## src/rtl/river_pkg.sv

```systemverilog
// Shared types for the N-item river-crossing engine: response codes, FSM
// states and a popcount helper.
package river_pkg;

   typedef enum logic [2:0] {
      OK         = 3'd0,
      OVER_CAP   = 3'd1,
      WRONG_SIDE = 3'd2,
      UNSAFE     = 3'd3,
      EMPTY      = 3'd6
   } err_t;

   typedef enum logic [1:0] {
      PLAY,
      SOLVED,
      FAILED
   } fsm_t;

   function automatic int unsigned popcount(input logic [31:0] v);
      int unsigned n;
      n = 0;
      for (int unsigned i = 0; i < 32; i++) begin
         if (v[i]) n++;
      end
      return n;
   endfunction

endpackage

```

## src/rtl/river_safe_chk.sv

```systemverilog
// Flags a bank whose item mask holds any pair marked as conflicting in the
// flat N_ITEMS x N_ITEMS CONFLICT matrix (bit i*N_ITEMS+j: item i harms j).
module river_safe_chk
   import river_pkg::*;
#(
   parameter int unsigned                  N_ITEMS  = 3,
   parameter logic [N_ITEMS*N_ITEMS-1:0]   CONFLICT = 9'h0AA
) (
   input  logic [N_ITEMS-1:0] bank,
   output logic               unsafe
);

   always_comb begin
      unsafe = 1'b0;
      for (int unsigned i = 0; i < N_ITEMS; i++) begin
         for (int unsigned j = 0; j < N_ITEMS; j++) begin
            if (i != j && CONFLICT[i*N_ITEMS+j] && bank[i] && bank[j]) unsafe = 1'b1;
         end
      end
   end

endmodule

```

## src/rtl/river_cross_n.sv

```systemverilog
// Parametrised river-crossing engine: checks each proposed move, answers one
// cycle later with an error code. Optional undo history under RIVER_UNDO_EN.
module river_cross_n
   import river_pkg::*;
#(
   parameter int unsigned                  N_ITEMS    = 3,
   parameter int unsigned                  BOAT_CAP   = 1,
   parameter logic [N_ITEMS*N_ITEMS-1:0]   CONFLICT   = 9'h0AA,
   parameter int unsigned                  MOVE_LIMIT = 15,
   parameter int unsigned                  CNT_W      = 4,
   parameter int unsigned                  HIST_DEPTH = 16
) (
   input  logic               clk,
   input  logic               rst,
   input  logic               move_valid,
   input  logic [N_ITEMS-1:0] move_sel,
   output logic               move_ready,
   input  logic               restart,
`ifdef RIVER_UNDO_EN
   input  logic               undo_valid,
`endif
   output logic               resp_valid,
   output logic [2:0]         resp_err,
   output logic [N_ITEMS:0]   state,
   output logic [CNT_W-1:0]   move_cnt,
   output logic               solved,
   output logic               failed
);

   // A misconfigured instance never accepts a move.
   localparam bit CFG_OK = (MOVE_LIMIT >= 1) && (MOVE_LIMIT <= (1 << CNT_W) - 1)
                           && (HIST_DEPTH >= 2);

   fsm_t               fsm;
   err_t               chk_err;
   logic               farmer;
   logic [N_ITEMS-1:0] items;
   logic [N_ITEMS-1:0] new_items;
   logic [N_ITEMS-1:0] dep_bank;
   logic [N_ITEMS-1:0] wrong_mask;
   logic [N_ITEMS:0]   next_state;
   logic [CNT_W-1:0]   next_cnt;
   logic               unsafe;
   logic               take;

   assign farmer = state[N_ITEMS];
   assign items  = state[N_ITEMS-1:0];

   // Departure bank is judged on the post-move position of the items.
   always_comb begin
      new_items  = items ^ move_sel;
      dep_bank   = farmer ? new_items : ~new_items;
      wrong_mask = move_sel & (farmer ? ~items : items);
      next_state = {~farmer, new_items};
      next_cnt   = move_cnt + CNT_W'(1);
      if (popcount(32'(move_sel)) > BOAT_CAP) chk_err = OVER_CAP;
      else if (|wrong_mask)                   chk_err = WRONG_SIDE;
      else if (unsafe)                        chk_err = UNSAFE;
      else                                    chk_err = OK;
   end

   river_safe_chk #(
      .N_ITEMS  (N_ITEMS),
      .CONFLICT (CONFLICT)
   ) u_safe (
      .bank   (dep_bank),
      .unsafe (unsafe)
   );

`ifdef RIVER_UNDO_EN
   assign move_ready = CFG_OK && (fsm == PLAY) && !undo_valid;
`else
   assign move_ready = CFG_OK && (fsm == PLAY);
`endif

   assign take = move_valid && move_ready;

`ifdef RIVER_UNDO_EN
   localparam int unsigned HW  = $clog2(HIST_DEPTH);
   localparam int unsigned HCW = $clog2(HIST_DEPTH + 1);

   logic [N_ITEMS:0] hist [HIST_DEPTH];
   logic [HW-1:0]    hist_top;
   logic [HW-1:0]    top_inc;
   logic [HW-1:0]    top_dec;
   logic [HCW-1:0]   hist_cnt;
   logic             push;

   // Circular LIFO: a push onto a full history overwrites the oldest entry.
   always_comb begin
      top_inc = (hist_top == HW'(HIST_DEPTH - 1)) ? '0 : hist_top + HW'(1);
      top_dec = (hist_top == '0) ? HW'(HIST_DEPTH - 1) : hist_top - HW'(1);
      push    = take && !restart && (chk_err == OK);
   end

   always_ff @(posedge clk) begin
      if (push) hist[hist_top] <= state;
   end
`endif

   always_ff @(posedge clk or posedge rst) begin
      if (rst) begin
         fsm        <= PLAY;
         state      <= '0;
         move_cnt   <= '0;
         resp_valid <= 1'b0;
         resp_err   <= '0;
         solved     <= 1'b0;
         failed     <= 1'b0;
`ifdef RIVER_UNDO_EN
         hist_top   <= '0;
         hist_cnt   <= '0;
`endif
      end else begin
         resp_valid <= 1'b0;
         if (restart) begin
            fsm      <= PLAY;
            state    <= '0;
            move_cnt <= '0;
            solved   <= 1'b0;
            failed   <= 1'b0;
`ifdef RIVER_UNDO_EN
            hist_top <= '0;
            hist_cnt <= '0;
`endif
         end
`ifdef RIVER_UNDO_EN
         else if (undo_valid) begin
            resp_valid <= 1'b1;
            if (hist_cnt == '0) begin
               resp_err <= EMPTY;
            end else begin
               resp_err <= OK;
               state    <= hist[top_dec];
               move_cnt <= move_cnt - CNT_W'(1);
               hist_top <= top_dec;
               hist_cnt <= hist_cnt - HCW'(1);
               fsm      <= PLAY;
               solved   <= 1'b0;
               failed   <= 1'b0;
            end
         end
`endif
         else if (take) begin
            resp_valid <= 1'b1;
            resp_err   <= chk_err;
            if (chk_err == OK) begin
               state    <= next_state;
               move_cnt <= next_cnt;
`ifdef RIVER_UNDO_EN
               hist_top <= top_inc;
               if (hist_cnt != HCW'(HIST_DEPTH)) hist_cnt <= hist_cnt + HCW'(1);
`endif
               if (&next_state) begin
                  fsm    <= SOLVED;
                  solved <= 1'b1;
               end else if (next_cnt == CNT_W'(MOVE_LIMIT)) begin
                  fsm    <= FAILED;
                  failed <= 1'b1;
               end
            end
         end
      end
   end

endmodule

```

## config.mk

```make
export PLATFORM = sky130hd
export DESIGN_NAME = river_cross_n
export DESIGN_NICKNAME = d
export VERILOG_FILES = /design/src/rtl/river_pkg.sv /design/src/rtl/river_safe_chk.sv /design/src/rtl/river_cross_n.sv
export SDC_FILE = /design/constraint.sdc
export NUM_CORES = 1
export LEC_CHECK = 0
export CAP_MARGIN = 10
export CORE_AREA = 2 2 52 59
export CTS_CLUSTER_SIZE = 10
export DETAILED_ROUTE_END_ITERATION = 7
export DIE_AREA = 0 0 54 61
export PLACE_DENSITY = 0.71
export SKIP_LAST_GASP = 1
export SLEW_MARGIN = 30
export SYNTH_ARGS = -nofsm -noshare
export SYNTH_HDL_FRONTEND = slang
export SYNTH_SLANG_ARGS = --single-unit
```

## constraint.sdc

```tcl
create_clock -name clk -period 2.1 [get_ports clk]
set_input_delay 0.315 -clock clk [delete_from_list [all_inputs] [get_ports clk]]
set_output_delay 0.315 -clock clk [all_outputs]
set_load 0.01 [all_outputs]
```

Word level (Yosys, flattened, before mapping)
Index checks and enable logic that the tools add are counted.
Storage, ports and cells
  register bits after elaboration: 16
  output and inout port bits: 15
  word-level logic and storage cells: 68
Cells by class
  add/subtract/negate cells: 3
  magnitude comparators: 1
  equality and inequality tests: 2
  multiplexer cells: 32
  bitwise gates (word level): 6
  reduce and logical (&&, ||, !) cells: 17
Operators by type and width (number)
  $add A32 B1 Y32 const B: 2
  $mux W32: 2
  $gt A32 B1 Y1 const B: 1
  $mux W4: 6
  $mux W2: 8
  $mux W1: 14
  $reduce_and A4 Y1: 2
  $reduce_bool A2 Y1: 4
  $mux W3: 2
  $not A3 Y3: 2
  $reduce_and A3 Y1: 2
  $add A4 B1 Y4 const B: 1
  $eq A4 B4 Y1 const B: 1
  $reduce_and A2 Y1: 2
  $and A3 B3 Y3: 1
  $logic_and A1 B1 Y1: 3
  $logic_not A3 Y1: 1
  $reduce_bool A3 Y1: 1
  $reduce_or A3 Y1: 1
  $xor A3 B3 Y3: 1
  $logic_not A2 Y1: 1
  $ne A2 B2 Y1 const B: 1
  $not A1 Y1: 2

Logic depth before layout (Yosys ltp)
Gate-level depths: netlist of the first run.
  word-level depth: 13
  gate-level depth with buffers: 8

Hierarchy
Synthesis of the first run repeated with hierarchy kept, for this count alone.
Unflattened totals
  cells, all modules: 109
  area, all modules: 1034.7 um^2
Modules (own cells, without submodules)
  river_cross_n: times used 1, cells each 108, area an instance 1027.2 um^2
  river_safe_chk: times used 1, cells each 1, area an instance 7.5 um^2

Least setup slack after synthesis of the first run
OpenSTA, ideal clock, no wires.
  kind: register to register
  start point: reg state[2]
  end point: reg move_cnt[3]
  library setup time: 0.078 ns
  arrival time: 1.989 ns
  path slack: 0.033 ns
  cell stages (with the launch flop): 7
  path buffers: 0
  clock period less this slack: 2.067 ns
  cells stage by stage: dfrtp_1 -> xor2_1 -> ha_1 -> o211a_1 -> a211o_1 -> or4_1 -> a21oi_1
On the way
  word-level cells in the longest chain between the ends: 11
RTL lines
  start: declaration: RTL line river_cross_n.sv:24  | output logic [N_ITEMS:0] state,
  start signal: assignment: RTL line river_cross_n.sv:148  | state <= next_state;
  $xor A3 B3 Y3: RTL line river_cross_n.sv:51  | new_items = items ^ move_sel;
  $not A3 Y3: RTL line river_cross_n.sv:52  | dep_bank = farmer ? new_items : ~new_items;
  $mux W3: RTL line river_cross_n.sv:52
  $logic_and A1 B1 Y1: RTL line river_safe_chk.sv:17  | if (i != j && CONFLICT[i*N_ITEMS+j] && bank[i] && bank[j]) unsafe = 1'b1;
  $mux W1: RTL line river_safe_chk.sv:17
  $mux W2: RTL line river_cross_n.sv:58  | else if (unsafe) chk_err = UNSAFE;
  $mux W2 *: RTL line river_cross_n.sv:57  | else if (|wrong_mask) chk_err = WRONG_SIDE;
  $mux W2 *: RTL line river_cross_n.sv:56  | if (popcount(32'(move_sel)) > BOAT_CAP) chk_err = OVER_CAP;
  $logic_not A3 Y1 *: RTL line river_cross_n.sv:147  | if (chk_err == OK) begin
  $reduce_bool A2 Y1 (no source line) *
  $reduce_and A2 Y1 (no source line) *
  end signal: assignment: RTL line river_cross_n.sv:149  | move_cnt <= next_cnt;
  end: declaration: RTL line river_cross_n.sv:25  | output logic [CNT_W-1:0] move_cnt,
Every way passes the cells marked *; elsewhere a longest branch is shown, timed or not.
A chain may end at the register's enable or synchronous reset.

Worst setup path in the final report of the first run
Ends and elaborated chain as after synthesis.

==> results of run 1 <==
## critical path: stages (launching register included)
cell and delay [ns]:
dfrtp_1 0.40, xor2_1 0.15, ha_1 0.30, o211a_1 0.26
a211o_4 0.36, or4_4 0.49, a21oi_2 0.14
## layout make-up
cell class	instances	area [um2]	area share
clock buffers	3	22.5	0.0160
clock inverters	1	5.00	0.00356
inverters	11	41.3	0.0294
multi-input cells	70	557	0.396
flip-flops and latches	15	375	0.267
well taps	33	41.3	0.0294
repair buffers	41	363	0.258
## worst max path at each step
stage,cells past startpoint,endpoint,start,slack [ns]
2_1_floorplan,6,move_cnt[3]$_DFFE_PP0P_,state[2]$_DFFE_PP0P_,0.03
3_3_place_gp,9,move_cnt[3]$_DFFE_PP0P_,move_sel[0],-0.44
3_5_place_dp,9,state[1]$_DFFE_PP0P_,move_sel[0],-0.51
4_1_cts,6,move_cnt[3]$_DFFE_PP0P_,state[2]$_DFFE_PP0P_,-0.06
5_1_grt,6,move_cnt[3]$_DFFE_PP0P_,state[2]$_DFFE_PP0P_,-0.13
6_report,6,move_cnt[3]$_DFFE_PP0P_,state[2]$_DFFE_PP0P_,-0.05
## what timing repair did
action / CTS / global route
pin swaps: 14 / 8
endpoints found under the setup margin: 9 / 7
setup buffers: 1 / 0
hold buffers: 0 / 0
resized for setup: 13 / 6
gates cloned: 1 / 0
## power by group through the flow
stage / logic (mW) / clock network (mW) / registers (mW)
after floorplan: 0.117 / 0 / 0.339
after global placement: 0.269 / 0 / 0.328
after detailed placement: 0.278 / 0 / 0.329
after CTS: 0.311 / 0.170 / 0.324
after global routing: 0.355 / 0.185 / 0.326
final: 0.321 / 0.169 / 0.323
## synthesized netlist by cell type
master,instances
dfrtp_1,15
a21oi_1,11
inv_1,11
nand3_1,6
ha_1,5
nor2_1,5
o31ai_1,5
or4_1,5
nand2b_1,4
o21ai_0,4
a211oi_1,3
xor2_1,3
and3_1,2
clkbuf_1,2
nand2_1,2
a211o_1,1
a21o_1,1
a222oi_1,1
a2bb2o_1,1
a2bb2oi_1,1
a31oi_1,1
a41o_1,1
a41oi_1,1
buf_2,1
buf_4,1
conb_1,1
mux2_2,1
nand4_1,1
nor2b_1,1
nor3_1,1
o211a_1,1
or3_1,1
## registers in the layout, summed over array words and instances, names as in the netlist
signal,cells
resp_valid,1
failed,1
move_cnt,4
resp_err,2
state,4
fsm,2
solved,1
## metal layers
layer | track usage | vias to the layer above | routed length [um]
met4 | 0.0679 | 0 | 18
met1 | 0.202 | 447 | 1040
met5 | 0 | - | 0
met3 | 0.0148 | 2 | 66
met2 | 0.314 | 13 | 1300
li1 | - | 445 | -
## cell families after synthesis
kind of cell / count (synthesis) / synth area share
XOR/XNOR: 3 / 0.0289
AO/OA/AOI/OAI: 32 / 0.236
AND/OR/NAND/NOR: 28 / 0.170
adder cells (fa/ha/maj): 5 / 0.0687
multiplexers: 1 / 0.0124
flip-flops: 15 / 0.412
other: 1 / 0.00412
buffers and inverters: 15 / 0.0673
==> results.cfg, run 1 <==
[sta]
hold_ws_ns = 0.369
min_period_ns = 2.15
fmax_mhz = 465
worst_pin_slew_ns = 0.561
fin_crit_sh = 1.02
hold_violations = 0
setup-violations-final = 2
setup_slack_ns = -0.0508
finalSetupTns_ns = -0.0585
grt_setup_unrepaired = yes
skew_ns = 0.0103
slew_violations = 0
relSlewSlack = 0.626

[clocking]
cts_tree = yes
htree_levels = 1
cts_sinks = 15
clk_latency_ns = 0.29
clock_path_buffers = 2
cts.clk_slew.worst_paths_ns = 0.10
cts-root-buf = clkbuf_4
cts-buffers-inserted = 3

[grt]
grt.total_usage = 0.171
grt_pass1_wl_um = 4140
grt_max_degree = 16
grt_pass1_vias = 943
antenna_found_initial = 0
gr-total-overflow = 0

[placed_design]
place_ws_ns = -0.508
place_hpwl_um = 1780
port_buffers = 20
dpl-instance-area_um2 = 1280
placed_cells = 169
gp_congestion = 0.792

[floorplanning]
die_h_um = 61
core_um2 = 2700
die_area_um2 = 3290
rows = 20
initial_core_util = 0.337
io_pins = 22
die_w_um = 54

[yosys]
syn_nets = 112
yosysTopAreaCell = dfrtp_1
synth_warnings = 0
synth.area.top_cells = dfrtp_1 (41%), ha_1 (6.9%), a21oi_1 (6.0%)
synth.distinct_cells = 32
synth_top_area_frac = 0.412
synth_seq_cells = 15
synth.avg_cell_area_um2 = 9.11
syn_area_um2 = 911
ys_seq_area_frac = 0.412
syn_inst = 100

[pwr]
p_int_mw = 0.549
power.total_mw = 0.814
vdd_ir_drop_max_uv = 249
p_leak_nw = 0.658
p_per_area_nw_per_um2 = 579
p_clk_frac = 0.208
switching_power_mw = 0.265
seqPwrFrac = 0.397
share_comb_of_total_power = 0.395
swShare = 0.326

[worst_setup_path]
cp-end-kind = flop
r2r.worst_path.cells = 6
required_ns = 2.32
cp_max_fo = 8
reg2reg_to = move_cnt[3]$_DFFE_PP0P_
start_kind = flop
critPathKind = flop to flop
rrSetupSlack_ns = -0.05
r2r_start = state[2]$_DFFE_PP0P_
worstPathArrival_ns = 2.37

[hold_path]
worst_hold_path_type = input pin to async pin

[job]
maxCapViolations = 0

[layout]
final_cell_mix = buf_4 (18), clkdlybuf4s50_1 (17), dfrtp_1 (15), inv_1 (10), a21oi_1 (10)
antenna_cells = 0
final-instance-count-excl-fill = 174
fillers = 250
syn_to_final_growth_pct = 54.3
final_common_cell = buf_4
nets = 154
fin_area_um2 = 1410
drive_above_1_share = 0.277
final_util = 0.520

[status]
violations = negative setup slack
status = finished, violations left

[routing]
dr.pass1.iters = 4
ant_nets = 0
viasPerCell = 5.21
routedWlPerCell_um = 14.0
routed_wl_um = 2430
remaining_drc_errors = 0
routed-via-count = 907
drt_iter0_markers = 5
No activity file was read; power rests on OpenSTA's default activity.
==> run 2: changes to the inputs <==
- CELL_PAD_IN_SITES_DETAIL_PLACEMENT: unset -> 0
- CELL_PAD_IN_SITES_GLOBAL_PLACEMENT: unset -> 1
- PLACE_DENSITY: 0.71 -> 0.85
- clock period: 2.1 -> 2.3 ns (I/O delays scaled with it)
==> run 2 against run 1 <==
Compared with the run above:
- power shrank 12%
- clock power fell by 7%
- worst hold slack improved by 0.032 ns
- largest power group unchanged
- register-to-register slack better by 0.19 ns
- combinational power down 18%
- sequential share of layout area rose by 1.5 points
- largest cell class unchanged
- setup slack better by 0.091 ns
- the run now ends clean
==> results.cfg, run 2 (synthesis results as in run 1) <==
[sta]
relSlewSlack = 0.612
fin_crit_sh = 0.982
worst_pin_slew_ns = 0.582
grt_setup_unrepaired = yes
min_period_ns = 2.26
skew_ns = 0.0115
hold_violations = 0
slew_violations = 0
setup-violations-final = 0
fmax_mhz = 443

[pwr]
p_leak_nw = 0.624
vdd_ir_drop_max_uv = 250
p_per_area_nw_per_um2 = 540
power.total_mw = 0.718

[placed_design]
port_buffers = 20
gp_congestion = 0.743
place_hpwl_um = 1730

[routing]
top_layer_used = met4
ant_nets = 0
drt_iter0_markers = 9
remaining_drc_errors = 0
routed-via-count = 909
routedWlPerCell_um = 13.2
dr.pass1.iters = 4
wl_met3_um = 58
routed-wl-met2_um = 1180
routedLengthMet1_um = 1030
routed_wl_um = 2290
viasPerCell = 5.25

[floorplanning]
core_um2 = 2700
die_area_um2 = 3290
die_h_um = 61
io_pins = 22
die_w_um = 54
initial_core_util = 0.337
rows = 20

[layout]
syn_to_final_growth_pct = 45.9
reg_top3 = move_cnt (4), state (4)
nets = 153
final_util = 0.492
antenna_cells = 0
drive_above_1_share = 0.200
final_cell_mix = clkdlybuf4s50_1 (20), buf_4 (20), dfrtp_1 (15), inv_1 (11), a21oi_1 (10)
fillers = 283

[worst_setup_path]
crit_end = move_cnt[3]$_DFFE_PP0P_
reg2reg_to = move_cnt[3]$_DFFE_PP0P_
critPathKind = input pin to flop
startpoint = move_sel[1]
start_kind = input pin
path_cells = clkdlybuf4s50_1 > buf_4 > a222oi_1 > nand2_1 > a211o_4 > or4_1 > a21oi_1
r2r_start = state[2]$_DFFE_PP0P_
rrSetupSlack_ns = 0.14
cp-end-kind = flop
cpPeakStageDelay_ns = 0.48
slowest_stage = or4_1
worstPathArrival_ns = 2.48
r2r.worst_path.cells = 6
required_ns = 2.52
cp_max_fo = 12

[clocking]
htree_levels = 1
cts.clk_slew.worst_paths_ns = 0.10
clk_latency_ns = 0.29
ctsHoldBuffers = 0
clock_path_buffers = 2
cts-buffers-inserted = 3
cts_sinks = 15
cts-root-buf = clkbuf_4
cts_tree = yes

[grt]
grt.total_usage = 0.157
grt_max_degree = 16
gr-total-overflow = 0
antenna_found_initial = 0
grt_pass1_wl_um = 3820
grt_pass1_vias = 877

[status]
status = completed

[job]
maxCapViolations = 0

[hold_path]
worst_hold_path_type = input pin to async pin
==> run 2: cell type report <==
cell class              count  area, um2  share of cell area
repair buffers             40        350               0.264
clock inverters             1       5.00             0.00377
inverters                  11       41.3              0.0311
flip-flops and latches     15        375               0.282
multi-input cells          70        493               0.371
well taps                  33       41.3              0.0311
clock buffers               3       22.5              0.0169
==> run 2: critical path, delay by kind of cell <==
family / cells / cell delay (ns)
buffers and inverters: 2 / 0.58
AND/OR/NAND/NOR: 2 / 0.63
AO/OA/AOI/OAI: 3 / 0.92
==> run 2: how the worst min path moves through the flow <==
stage,cells after the start,slack [ns],to,from
global route,2,0.47,solved$_DFFE_PP0P_,rst
global placement,2,0.50,fsm[0]$_DFFE_PP0P_,fsm[0]$_DFFE_PP0P_
floorplan,1,0.25,failed$_DFFE_PP0P_,rst
detailed placement,2,0.53,fsm[0]$_DFFE_PP0P_,fsm[0]$_DFFE_PP0P_
finish,2,0.40,solved$_DFFE_PP0P_,rst
CTS,2,0.43,solved$_DFFE_PP0P_,rst
==> run 2: power by group <==
| group | switching, mW | internal (mW) |
|---|---|---|
| Sequential | 0.0154 | 0.281 |
| Combinational | 0.123 | 0.140 |
| Clock | 0.0935 | 0.0647 |
| Total | 0.232 | 0.486 |
==> run 2: metal layers <==
metal / up-vias / global-route usage
met2: 16 / 0.279
met5: - / 0
met1: 444 / 0.189
met4: 0 / 0.0536
met3: 4 / 0.0296
li1: 445 / -
==> run 2: metrics by stage <==
stage | hold slack, ns | area, um2 | setup TNS, ns | instances | setup slack [ns]
CTS | 0.425 | 1310 | 0 | 172 | 0.00528
finish | 0.402 | 1330 | 0 | 173 | 0.0406
detailed placement | 0.530 | 1270 | -2.47 | 168 | -0.341
global placement | 0.503 | 1270 | -1.72 | 168 | -0.260
global route | 0.466 | 1330 | -0.0137 | 173 | -0.0117
floorplan | 0.246 | 911 | 0 | 100 | 0.233
==> run 2: repair_timing <==
item,in CTS,in global routing
endpoints found under the setup margin,1,6
resized for setup,2,2
setup buffers,0,1
pin swaps,0,4
==> run 3: changes to the inputs <==
- CORE_AREA: 2 2 52 59 -> 4 4 54 61
- DIE_AREA: 0 0 54 61 -> 0 0 58 65
==> run 3 against run 2 <==
Compared with the run above:
- largest power group unchanged
- clock skew fell by 0.0080 ns
- non-clock buffer count increased by 1
- utilization is 0.88 points higher
- die area is 14% higher
- final cell count grew 0.58%
- first-iteration DRC count grew 67%
- worst hold slack improved by 0.00067 ns
- critical path type is now flop to flop
- via count shrank 0.55%
- flip-flop and latch count unchanged
- highest routed layer unchanged
==> results.cfg, run 3 (synthesis results as in run 1) <==
[routing]
remaining_drc_errors = 0
drt_iter0_markers = 15
routed_wl_um = 2340
viasPerCell = 5.20
routed-via-count = 904
dr.pass1.iters = 4
ant_nets = 0
routedWlPerCell_um = 13.4

[worst_setup_path]
worstPathArrival_ns = 2.42
critPathKind = flop to flop
cp_max_fo = 7
cp-end-kind = flop
rrSetupSlack_ns = 0.09
required_ns = 2.51
start_kind = flop

[sta]
fmax_mhz = 452
fin_crit_sh = 0.963
hold_ws_ns = 0.402
grt_setup_unrepaired = no
skew_ns = 0.00353
min_period_ns = 2.21
relSlewSlack = 0.619
finalSetupTns_ns = 0
worst_pin_slew_ns = 0.571
setup_slack_ns = 0.0854
slew_violations = 0
setup-violations-final = 0
hold_violations = 0

[floorplanning]
rows = 20
die_h_um = 65
initial_core_util = 0.337
core_um2 = 2700
die_w_um = 58
die_area_um2 = 3770
io_pins = 22

[pwr]
vdd_ir_drop_max_uv = 294
power.total_mw = 0.733
p_per_area_nw_per_um2 = 542
p_leak_nw = 0.651

[grt]
met3_usage = 0.0319
gr-total-overflow = 0
grt_util_met1 = 0.151
busiest_layer = met2
grtUsageMet2 = 0.250
grt_pass1_wl_um = 4040
grt_pass1_vias = 933
antenna_found_initial = 0
grt_max_degree = 16
grt.total_usage = 0.136

[layout]
final_common_cell = buf_4
final_cell_mix = buf_4 (19), clkdlybuf4s50_1 (18), dfrtp_1 (15), inv_1 (11), a21oi_1 (10)
syn_to_final_growth_pct = 48.5
nets = 154
reg_top3 = move_cnt (4), state (4)
antenna_cells = 0
drive_above_1_share = 0.213
final_util = 0.500

[status]
status = completed

[placed_design]
gp_congestion = 0.727
place_ws_ns = -0.317
place_hpwl_um = 1760
port_buffers = 20

[clocking]
clk_latency_ns = 0.28
cts_tree = yes
clock_path_buffers = 2
cts_sinks = 15
cts.clk_slew.worst_paths_ns = 0.10
htree_levels = 1
cts-buffers-inserted = 3
cts-root-buf = clkbuf_4
ctsHoldBuffers = 0

[hold_path]
worst_hold_path_type = input pin to async pin

[job]
maxCapViolations = 0
-- run 3: cell types whose count changed in the layout (fill, tap and decap cells not counted) --
| cell | change |
|---|---|
| dlymetal6s2s_1 | +2 |
| or4_4 | +1 |
| or4_1 | -1 |
| clkdlybuf4s50_1 | -2 |
| buf_4 | -1 |
| buf_6 | +2 |
-- run 3: metal layers --
metal	vias to the layer above	routed length [um]
met5	-	0
met4	0	9
met3	2	82
met2	12	1240
met1	444	1010
li1	446	-
-- run 3: cell type report --
cell class,instances,area [um2]
fill,257,1350
multi-input combinational,70,497
sequential,15,375
timing repair buffer,41,370
inverter,11,41.3
tap,33,41.3
clock buffer,3,22.5
clock inverter,1,5.00
-- run 3: worst paths after layout --
kind | end | start | cells past startpoint
min in group clk | solved$_DFFE_PP0P_ | solved$_DFFE_PP0P_ | 2
max | state[2]$_DFFE_PP0P_ | state[2]$_DFFE_PP0P_ | 7
max in group asynchronous | state[2]$_DFFE_PP0P_ | rst | 2
min reg2reg | solved$_DFFE_PP0P_ | solved$_DFFE_PP0P_ | 2
min | failed$_DFFE_PP0P_ | rst | 2
max reg2reg | state[2]$_DFFE_PP0P_ | state[2]$_DFFE_PP0P_ | 7
-- run 3: per-stage QoR --
step	instances	area [um2]
finish	174	1350
global route	174	1350
CTS	172	1310
detailed placement	168	1270
global placement	168	1270
floorplan	100	911
-- run 3: worst max-delay path: stages (launching register included) --
cell	delay, ns
dfrtp_1	0.41
xor2_1	0.17
ha_1	0.29
o211a_1	0.26
a211o_4	0.35
buf_6	0.14
or4_1	0.39
a21oi_1	0.13
-- run 3: report_power, final --
group	switching, mW	internal, mW
combinational	0.131	0.151
clock	0.0910	0.0645
sequential	0.0148	0.281
total	0.236	0.496
-- run 3: what timing repair did --
action | in CTS | in global routing
setup buffers | 0 | 2
resized for setup | 2 | 9
setup endpoints to repair | 1 | 6
pin swaps | 0 | 5
